**src/rtl/drr_pkg.sv**
```systemverilog
// Shared widths, FSM encoding and engine timing for the DRR rank path.
// drr_div_stage and drr_engine_v2 both take their default widths from here.
package drr_pkg;

    localparam int DRR_CLASS_WIDTH    = 5;
    localparam int DRR_WEIGHT_WIDTH   = 16;
    localparam int DRR_PKT_WIDTH      = 16;
    localparam int DRR_RESP_TIMEOUT   = 64;
    localparam int DRR_ENGINE_LATENCY = 3;

    typedef enum logic [2:0] {
        ST_IDLE      = 3'd0,
        ST_LOOKUP    = 3'd1,
        ST_DIVIDE    = 3'd2,
        ST_ISSUE     = 3'd3,
        ST_WAIT_RESP = 3'd4
    } div_state_e;

    // Counter width able to hold 0..n-1, never narrower than one bit.
    function automatic int cnt_width(input int n);
        return (n > 1) ? $clog2(n) : 1;
    endfunction

endpackage

```
**src/rtl/drr_seq_divider.sv**
```systemverilog
// Restoring divider that produces one quotient bit per cycle.
// Latency is always DIVIDEND_WIDTH cycles after start, whatever the operands.
module drr_seq_divider
    import drr_pkg::*;
#(
    parameter int DIVIDEND_WIDTH = DRR_PKT_WIDTH,
    parameter int DIVISOR_WIDTH  = DRR_WEIGHT_WIDTH
) (
    input  logic                      clk,
    input  logic                      rstn,
    input  logic                      start,
    input  logic [DIVIDEND_WIDTH-1:0] dividend,
    input  logic [DIVISOR_WIDTH-1:0]  divisor,
    output logic                      done,
    output logic [DIVISOR_WIDTH-1:0]  quotient,
    output logic [DIVISOR_WIDTH-1:0]  remainder
);

    localparam int            CW        = cnt_width(DIVIDEND_WIDTH);
    localparam logic [CW-1:0] LAST_STEP = CW'(DIVIDEND_WIDTH - 1);

    logic [DIVISOR_WIDTH-1:0]  rem_q, rem_d;
    logic [DIVIDEND_WIDTH-1:0] quo_q, quo_d;
    logic [DIVISOR_WIDTH-1:0]  div_q, div_d;
    logic [CW-1:0]             cnt_q, cnt_d;
    logic                      busy_q, busy_d;

    logic [DIVISOR_WIDTH:0]    partial;
    logic [DIVISOR_WIDTH-1:0]  rem_step;
    logic [DIVIDEND_WIDTH-1:0] quo_step;
    logic                      take;

    // The stored remainder stays below the divisor, so only the shifted partial needs the extra bit.
    always_comb begin
        partial  = {rem_q, quo_q[DIVIDEND_WIDTH-1]};
        take     = (partial >= {1'b0, div_q});
        rem_step = take ? (partial[DIVISOR_WIDTH-1:0] - div_q) : partial[DIVISOR_WIDTH-1:0];
        quo_step = {quo_q[DIVIDEND_WIDTH-2:0], take};
    end

    always_comb begin
        rem_d  = rem_q;
        quo_d  = quo_q;
        div_d  = div_q;
        cnt_d  = cnt_q;
        busy_d = busy_q;
        if (start) begin
            rem_d  = '0;
            quo_d  = dividend;
            div_d  = divisor;
            cnt_d  = '0;
            busy_d = 1'b1;
        end else if (busy_q) begin
            rem_d = rem_step;
            quo_d = quo_step;
            cnt_d = cnt_q + 1'b1;
            if (cnt_q == LAST_STEP) begin
                busy_d = 1'b0;
            end
        end
    end

    always_ff @(posedge clk) begin
        if (!rstn) begin
            rem_q  <= '0;
            quo_q  <= '0;
            div_q  <= '0;
            cnt_q  <= '0;
            busy_q <= 1'b0;
        end else begin
            rem_q  <= rem_d;
            quo_q  <= quo_d;
            div_q  <= div_d;
            cnt_q  <= cnt_d;
            busy_q <= busy_d;
        end
    end

    // Results are presented combinationally during the final step so the caller can register them.
    assign done      = busy_q && (cnt_q == LAST_STEP);
    assign remainder = rem_step;

    generate
        if (DIVIDEND_WIDTH > DIVISOR_WIDTH) begin : g_sat
            assign quotient = (|quo_step[DIVIDEND_WIDTH-1:DIVISOR_WIDTH]) ? '1
                                                                          : quo_step[DIVISOR_WIDTH-1:0];
        end else begin : g_ext
            assign quotient = DIVISOR_WIDTH'(quo_step);
        end
    endgenerate

endmodule

```
**src/rtl/drr_div_stage.sv**
```systemverilog
// DRR rank front end: per-class quantum lookup, sequential length/quantum divide,
// a single-cycle request to drr_engine_v2, then a wait for its response or a timeout.
module drr_div_stage
    import drr_pkg::*;
#(
    parameter int CLASS_WIDTH  = DRR_CLASS_WIDTH,
    parameter int WEIGHT_WIDTH = DRR_WEIGHT_WIDTH,
    parameter int PKT_WIDTH    = DRR_PKT_WIDTH,
    parameter int RESP_TIMEOUT = DRR_RESP_TIMEOUT
) (
    input  logic                    clk,
    input  logic                    rstn,
    input  logic                    pkt_valid,
    output logic                    pkt_ready,
    input  logic [CLASS_WIDTH-1:0]  pkt_class_id,
    input  logic [PKT_WIDTH-1:0]    pkt_len,
    input  logic                    cfg_wr_en,
    input  logic [CLASS_WIDTH-1:0]  cfg_wr_class,
    input  logic [WEIGHT_WIDTH-1:0] cfg_wr_weight,
    output logic                    req_valid,
    output logic [CLASS_WIDTH-1:0]  req_class_id,
    output logic [WEIGHT_WIDTH-1:0] req_class_weight,
    output logic [WEIGHT_WIDTH-1:0] req_div_quotient,
    output logic [WEIGHT_WIDTH-1:0] req_div_remain,
    input  logic                    eng_resp_valid,
    output logic                    timeout_err
);

    localparam int                      DEPTH      = 2 ** CLASS_WIDTH;
    localparam int                      TW         = cnt_width(RESP_TIMEOUT);
    localparam logic [TW-1:0]           TMO_LAST   = TW'(RESP_TIMEOUT - 1);
    localparam logic [WEIGHT_WIDTH-1:0] WEIGHT_ONE = WEIGHT_WIDTH'(1);

    div_state_e state_q, state_d;

    logic [CLASS_WIDTH-1:0]  class_q, class_d;
    logic [PKT_WIDTH-1:0]    len_q, len_d;
    logic [WEIGHT_WIDTH-1:0] weight_q, weight_d;
    logic [WEIGHT_WIDTH-1:0] weight_tbl_q [DEPTH];
    logic [WEIGHT_WIDTH-1:0] weight_tbl_d [DEPTH];
    logic [TW-1:0]           tmo_cnt_q, tmo_cnt_d;

    logic                    req_valid_q, req_valid_d;
    logic [CLASS_WIDTH-1:0]  req_class_id_q, req_class_id_d;
    logic [WEIGHT_WIDTH-1:0] req_class_weight_q, req_class_weight_d;
    logic [WEIGHT_WIDTH-1:0] req_div_quotient_q, req_div_quotient_d;
    logic [WEIGHT_WIDTH-1:0] req_div_remain_q, req_div_remain_d;
    logic                    timeout_err_q, timeout_err_d;

    logic                    div_start;
    logic                    div_done;
    logic [WEIGHT_WIDTH-1:0] div_quotient;
    logic [WEIGHT_WIDTH-1:0] div_remain;
    logic [WEIGHT_WIDTH-1:0] lookup_weight;
    logic                    tmo_hit;

    assign lookup_weight = weight_tbl_q[class_q];
    assign tmo_hit       = (tmo_cnt_q == TMO_LAST);

    drr_seq_divider #(
        .DIVIDEND_WIDTH (PKT_WIDTH),
        .DIVISOR_WIDTH  (WEIGHT_WIDTH)
    ) u_divider (
        .clk       (clk),
        .rstn      (rstn),
        .start     (div_start),
        .dividend  (len_q),
        .divisor   (lookup_weight),
        .done      (div_done),
        .quotient  (div_quotient),
        .remainder (div_remain)
    );

    always_ff @(posedge clk) begin
        if (!rstn) begin
            state_q <= ST_IDLE;
        end else begin
            state_q <= state_d;
        end
    end

    always_comb begin
        state_d = state_q;
        case (state_q)
            ST_IDLE:      if (pkt_valid) state_d = ST_LOOKUP;
            ST_LOOKUP:    state_d = ST_DIVIDE;
            ST_DIVIDE:    if (div_done) state_d = ST_ISSUE;
            ST_ISSUE:     state_d = ST_WAIT_RESP;
            ST_WAIT_RESP: if (eng_resp_valid || tmo_hit) state_d = ST_IDLE;
            default:      state_d = ST_IDLE;
        endcase
    end

    always_comb begin
        pkt_ready = (state_q == ST_IDLE);
        div_start = (state_q == ST_LOOKUP);
    end

    // The divider reads the table in LOOKUP too, so divisor and frozen weight always agree.
    always_comb begin
        class_d            = class_q;
        len_d              = len_q;
        weight_d           = weight_q;
        weight_tbl_d       = weight_tbl_q;
        tmo_cnt_d          = '0;
        req_valid_d        = 1'b0;
        req_class_id_d     = req_class_id_q;
        req_class_weight_d = req_class_weight_q;
        req_div_quotient_d = req_div_quotient_q;
        req_div_remain_d   = req_div_remain_q;
        timeout_err_d      = 1'b0;

        if (cfg_wr_en) begin
            weight_tbl_d[cfg_wr_class] = (cfg_wr_weight == '0) ? WEIGHT_ONE : cfg_wr_weight;
        end

        case (state_q)
            ST_IDLE: begin
                if (pkt_valid) begin
                    class_d = pkt_class_id;
                    len_d   = pkt_len;
                end
            end
            ST_LOOKUP: begin
                weight_d = lookup_weight;
            end
            ST_DIVIDE: begin
                if (div_done) begin
                    req_valid_d        = 1'b1;
                    req_class_id_d     = class_q;
                    req_class_weight_d = weight_q;
                    req_div_quotient_d = div_quotient;
                    req_div_remain_d   = div_remain;
                end
            end
            ST_WAIT_RESP: begin
                tmo_cnt_d = tmo_cnt_q + 1'b1;
                if (!eng_resp_valid && tmo_hit) begin
                    timeout_err_d = 1'b1;
                end
            end
            default: ;
        endcase
    end

    always_ff @(posedge clk) begin
        if (!rstn) begin
            class_q            <= '0;
            len_q              <= '0;
            weight_q           <= '0;
            tmo_cnt_q          <= '0;
            req_valid_q        <= 1'b0;
            req_class_id_q     <= '0;
            req_class_weight_q <= '0;
            req_div_quotient_q <= '0;
            req_div_remain_q   <= '0;
            timeout_err_q      <= 1'b0;
            for (int i = 0; i < DEPTH; i++) begin
                weight_tbl_q[i] <= WEIGHT_ONE;
            end
        end else begin
            class_q            <= class_d;
            len_q              <= len_d;
            weight_q           <= weight_d;
            tmo_cnt_q          <= tmo_cnt_d;
            req_valid_q        <= req_valid_d;
            req_class_id_q     <= req_class_id_d;
            req_class_weight_q <= req_class_weight_d;
            req_div_quotient_q <= req_div_quotient_d;
            req_div_remain_q   <= req_div_remain_d;
            timeout_err_q      <= timeout_err_d;
            weight_tbl_q       <= weight_tbl_d;
        end
    end

    assign req_valid        = req_valid_q;
    assign req_class_id     = req_class_id_q;
    assign req_class_weight = req_class_weight_q;
    assign req_div_quotient = req_div_quotient_q;
    assign req_div_remain   = req_div_remain_q;
    assign timeout_err      = timeout_err_q;

endmodule

```
**config.mk**
```make
export PLATFORM = sky130hd
export DESIGN_NAME = drr_div_stage
export DESIGN_NICKNAME = d
export VERILOG_FILES = /design/src/rtl/drr_pkg.sv /design/src/rtl/drr_seq_divider.sv /design/src/rtl/drr_div_stage.sv
export SDC_FILE = /design/constraint.sdc
export NUM_CORES = 2
export LEC_CHECK = 0
export CORE_MARGIN = 3
export CORE_UTILIZATION = 25
export CTS_CLUSTER_DIAMETER = 60
export CTS_CLUSTER_SIZE = 20
export DETAILED_ROUTE_END_ITERATION = 6
export GPL_TIMING_DRIVEN = 0
export PLACE_DENSITY = 0.42
export SYNTH_ARGS = -nofsm -noshare
export SYNTH_HDL_FRONTEND = slang
export SYNTH_SLANG_ARGS = --single-unit
export TNS_END_PERCENT = 20
```
**constraint.sdc**
```tcl
create_clock -name clk -period 3.4 [get_ports clk]
set_input_delay 0.51 -clock clk [delete_from_list [all_inputs] [get_ports clk]]
set_output_delay 0.51 -clock clk [all_outputs]
set_load 0.02 [all_outputs]
```
; ---- Yosys cells after proc, flatten, opt, wreduce, memory -nomap -nowiden
; Index checks and enable logic that the tools add are counted.
[classes]
n_addsub = 3
order_cmp = 4
n_eq_ne = 9
mux = 19
bitwise = 3
reduce_logical = 14
[op_table]
columns = op, n
row1 = bitwise mux 512 bit, 1
row2 = two-way mux 16 bit, 7
row3 = binary-select mux 16 bit (select 5 bit), 1
row4 = demux 16 bit (select 5 bit), 1
row5 = greater-or-equal comparator 17 x 16 -> 1 bit, 1
row6 = zero test 16 bit, 1
row7 = subtractor 16 bit, 1
row8 = one-hot mux 3 bit (5 select lines), 1
row9 = "greater-or-equal comparator 6 bit, second input constant", 2
row10 = inverter 5 -> 6 bit, 2
row11 = two-way mux 3 bit, 3
row12 = AND reduction 2 bit, 4
row13 = "adder 6 x 1 -> 6 bit, second input constant", 1
row14 = "equality test 3 x 2 -> 1 bit, second input constant", 2
row15 = "equality test 6 bit, second input constant", 1
row16 = "less-than comparator 6 x 1 -> 1 bit, second input constant", 1
row17 = "!= test 2 bit, second input constant", 3
row18 = two-way mux 1 bit, 5
row19 = "adder 4 x 1 -> 4 bit, second input constant", 1
row20 = "equality test 4 bit, second input constant", 1
row21 = "equality test 3 x 1 -> 1 bit, second input constant", 1
row22 = "equality test 3 bit, second input constant", 1
row23 = logical AND 1 bit, 3
row24 = zero test 3 bit, 1
row25 = 6 further kinds, 6
[totals]
reg_bits = 650
elab_cells = 99

; ---- Longest topological paths before layout
[logic_depth]
depth_word = 6
depth_mapped = 12
mapped_depth_nobuf = 10

; ---- Hierarchy
; A second synthesis with hierarchy kept.
[unflattened]
cells_unflattened = 3670
area_unflattened_um2 = 30501.8
[modules_own_cells]
columns = module, instances, cells_each, area_each_um2, seq_area_each_um2
row1 = drr_div_stage, 1, 3286, 27188.6, 12271.8
row2 = drr_seq_divider, 1, 384, 3313.2, 1061.0

; ---- Worst setup path before layout
; No wires, ideal clock.
[synth_timing]
path_type = reg2reg
start = register u_divider.div_q[12]
end = register req_div_remain_q[10] (netlist: req_div_remain[10])
setup_time_ns = 0.132
arrival_ns = 2.234
required_ns = 3.268
path_slack_ns = 1.033
path_stages_with_launch = 11
path_buffers = 2
period_less_slack_ns = 2.367
path_cell_list = dfxtp_1 > inv_1 > ha_1 > a21oi_1 > o21ai_0 > o31ai_1 > and2_1 > buf_2 > buf_6 > mux2i_1 > a21oi_1
[synth_via]
elab_chain_len = 2
[synth_lines]
columns = item, line
row1 = "start, declared", drr_seq_divider.sv:24  ; logic [DIVISOR_WIDTH-1:0] div_q, div_d;
row2 = "start signal, assigned", drr_seq_divider.sv:73  ; div_q <= div_d;
row3 = greater-or-equal comparator 17 x 16 -> 1 bit, drr_seq_divider.sv:36  ; take = (partial >= {1'b0, div_q});
row4 = two-way mux 16 bit, drr_seq_divider.sv:37  ; rem_step = take ? (partial[DIVISOR_WIDTH-1:0] - div_q) : partial[DIVISOR_WIDTH-1:0];
row5 = "end signal, assigned", drr_div_stage.sv:170  ; req_div_remain_q <= req_div_remain_d;
row6 = "end, declared", drr_div_stage.sv:47  ; logic [WEIGHT_WIDTH-1:0] req_div_remain_q, req_div_remain_d;
; Every way passes these cells.
; A chain may end at the register's enable or synchronous reset.

; ---- Final worst setup path
[layout_timing]
start = register class_q[1]
end = register u_divider.div_q[10]
[layout_via]
elab_chain_len = 4
[layout_lines]
columns = item, line
row1 = "start, declared", drr_div_stage.sv:36  ; logic [CLASS_WIDTH-1:0] class_q, class_d;
row2 = "start signal, assigned", drr_div_stage.sv:162  ; class_q <= class_d;
row3 = inverter 5 -> 6 bit (not written as such), drr_div_stage.sv:57  ; assign lookup_weight = weight_tbl_q[class_q];
row4 = binary-select mux 16 bit (select 5 bit), drr_div_stage.sv:57
row5 = two-way mux 16 bit (not written as such) (2 in series), drr_div_stage.sv:57
; Every way passes these cells. The select of a mux whose other input is x is not followed.

==> flow_summary.toml <==
[final_layout]
area_growth_pct = 17.9
fillers = 12300
instances_no_fill = 4999
drive_gt1_share_pct = 9.84
final_nets = 3495

[timing]
finalCriticalPeriod_ns = 3.25
slew_violations = 0
finalHoldViolCount = 0
max_freq_ghz = 0.308
rsz0062_at_grt = "false"
worstMarginPinSlew_ns = 1.29
fin_ws_ns = 0.154
fin_skew_ns = 0.0291
relSlewSlack_pct = 14.1
post-route-period-util_pct = 95.5
setup-violations-final = 0

[die]
rows = 124
die_width_um = 348
die_area_mm2 = 0.121
io_pins = 103
core_mm2 = 0.115
die_h_um = 348
start_util_pct = 25.4

[power]
power_mw = 21.3
power_density_mw_per_mm2 = 618
p_leak_nw = 11.2
ir_drop_v = 0.000438

[global_route]
grt_pass1_vias = 23500
grt_max_degree = 18
grt_pass1_wl_um = 164000
overflow = 0
grt_antenna_before_repair = 6
grt.total_usage_pct = 18.3

[hold_path]
holdCritPathClass = "in2reg"

[clock_network]
cts_setup_buffers = 0
cts_root_buf = "clkbuf_16"
numCtsBuffers = 72
ctsHoldBuffers = 0
cts_resized = 1
clock_sinks = 650
insertion_delay_ns = 0.64
clk_path_buf_depth = 3
cts.reportedPaths.clkPinSlew_ns = 0.07
tritoncts = "yes"
htreeDepth = 3

[route]
drc_errors = 0
drt-wirelength-per-cell_um = 22.5
drt_wl_total_um = 112000
firstDrtPassIters = 5
drtIter0Drc = 1618
via_count = 23700
drtAntennaViolNets = 0
vias_per_cell = 4.75

[synthesis]
ys_async_sr_fraction_pct = 0
ys_seq_elements = 650
synthDistinctLibCells = 56
netlist_instances = 3269
synth_nets = 3335
syn_avg_cell_area_um2 = 8.94
yosys_most_used_dff = "dfxtp_1"
synth_edf_count = 0
ys_warn_count = 0
syn-cell-area_mm2 = 0.0292
yosysSeqAreaShare_pct = 44.5

[placed_design]
place_inst = 4867
dp_slack_ns = -0.208
dp_hpwl_um = 81200
io_buffers = 86
gp_congestion = 0.819

[critical_path]
slowest_stage = "clkbuf_1"
cpPeakStageDelay_ns = 0.85
crit_type = "reg2reg"
worst_ep_required_time_ns = 3.90
path_cells = "buf_2 > buf_4 > clkbuf_1 > mux4_2 > mux2_2 > o22ai_1 > o32ai_1"
start_kind = "flop"
worst-path-max-fanout = 10
end_kind = "flop"
cp_num_buf_inv = 3
critical-path-top-delay-family = "buffers and inverters"
crit_arrival_ns = 3.74

[flow_run]
max-cap-violations = 0

[outcome]
status = "finished clean"
[sequential cells by signal, summed over array words and instances (netlist names)]
signal / flops
u_divider.div_q: 16
state_q: 3
req_valid: 1
req_class_id: 5
req_div_remain: 16
u_divider.quo_q: 16
weight_tbl_q: 512
u_divider.rem_q: 16
tmo_cnt_q: 6
timeout_err: 1
u_divider.cnt_q: 4
class_q: 5
u_divider.busy_q: 1
req_div_quotient: 16
req_class_weight: 16
len_q: 16
[power breakdown]
| part | leakage, nW | total (mW) | internal [mW] | switching (mW) |
|---|---|---|---|---|
| clock | 1.21 | 8.34 | 4.67 | 3.67 |
| combinational | 4.70 | 4.84 | 1.80 | 3.05 |
| sequential | 5.25 | 8.11 | 7.87 | 0.230 |
| total | 11.2 | 21.3 | 14.3 | 6.95 |
[layout by cell type (no fill, tap or decap), types with 8 or more instances in the layout]
cell type        count
nand2_1           1180
dfxtp_1            650
a21boi_0           538
clkbuf_1           242
mux4_2             130
clkdlybuf4s50_1     86
clkbuf_16           73
nor2_1              59
a21oi_1             44
o211ai_1            40
o21ai_0             39
mux2i_1             31
mux2_2              28
inv_1               22
nor2b_1             18
ha_1                18
buf_2               16
o211a_1             16
nand3_1             15
o32ai_1             14
o22ai_1             14
clkinv_2            12
buf_4               11
xor2_1              11
inv_6               10
xnor2_1              9
a31oi_1              9
buf_1                8
nand4_1              8
clkbuf_8             8
[synthesized netlist by cell type (18+ instances only)]
master	instances	area (um^2)
a21boi_0	538	4040
inv_1	22	82.6
nand2_1	1180	4430
clkbuf_1	241	905
nor2_1	59	221
mux2_2	28	315
o211ai_1	40	300
nor2b_1	18	113
a21oi_1	44	220
ha_1	18	225
o21ai_0	39	195
dfxtp_1	650	13000
mux4_2	130	2930
mux2i_1	31	310
[cell type report]
class                           count  area (um^2)  share of cell area (%)
Multi-Input combinational cell   2309        14900                    43.3
Sequential cell                   650        13000                    37.7
Clock buffer                       83         1940                    5.64
Tap cell                         1512         1890                    5.49
Buffer                            288         1230                    3.56
Timing Repair Buffer               86          861                    2.50
Clock inverter                     47          534                    1.55
Inverter                           22         82.6                   0.240
Antenna cell                        2         5.00                  0.0145
[cells by family after synthesis]
group	after synthesis	synth area share, %
AO/OA/AOI/OAI	733	18.2
XOR/XNOR	20	0.599
adder cells (fa/ha/maj)	19	0.839
buffers and inverters	310	4.48
flip-flops	650	44.5
multiplexers	203	13.4
AND/OR/NAND/NOR	1334	18.0
[path summary, 6_finish.rpt]
check	cells past startpoint	start	endpoint	slack, ns
setup reg to reg	7	class_q[1]	u_divider.div_q[10]	0.15
setup / recovery	7	class_q[1]	u_divider.div_q[10]	0.15
hold / removal	3	cfg_wr_weight[10]	weight_tbl_q[458]	0.17
hold reg to reg	2	weight_tbl_q[159]	weight_tbl_q[159]	0.46
[layer usage]
layer / vias up / global-route usage (%) / share of wire [%]
li1: 11400 / - / -
met1: 11700 / 25.2 / 47
met2: 483 / 30.1 / 46
met3: 130 / 2.06 / 3.9
met4: 0 / 5.68 / 2.8
met5: - / 0 / 0
[tightest hold or removal path: stages]
cell	delay [ns]
buf_4	0.13
nand2_1	0.05
a21boi_0	0.06
[metrics by stage]
stage	instance area, um^2	setup TNS [ns]	utilization, %	hold slack, ns
2_1_floorplan	29200	0	-	0.430
3_3_place_gp	32000	-5.73	27.8	0.447
3_5_place_dp	32000	-7.85	27.8	0.453
4_1_cts	34500	0	29.9	0.130
5_1_grt	34500	0	29.9	0.167
6_report	34500	0	29.9	0.167
(Power assumes the default switching activity.)
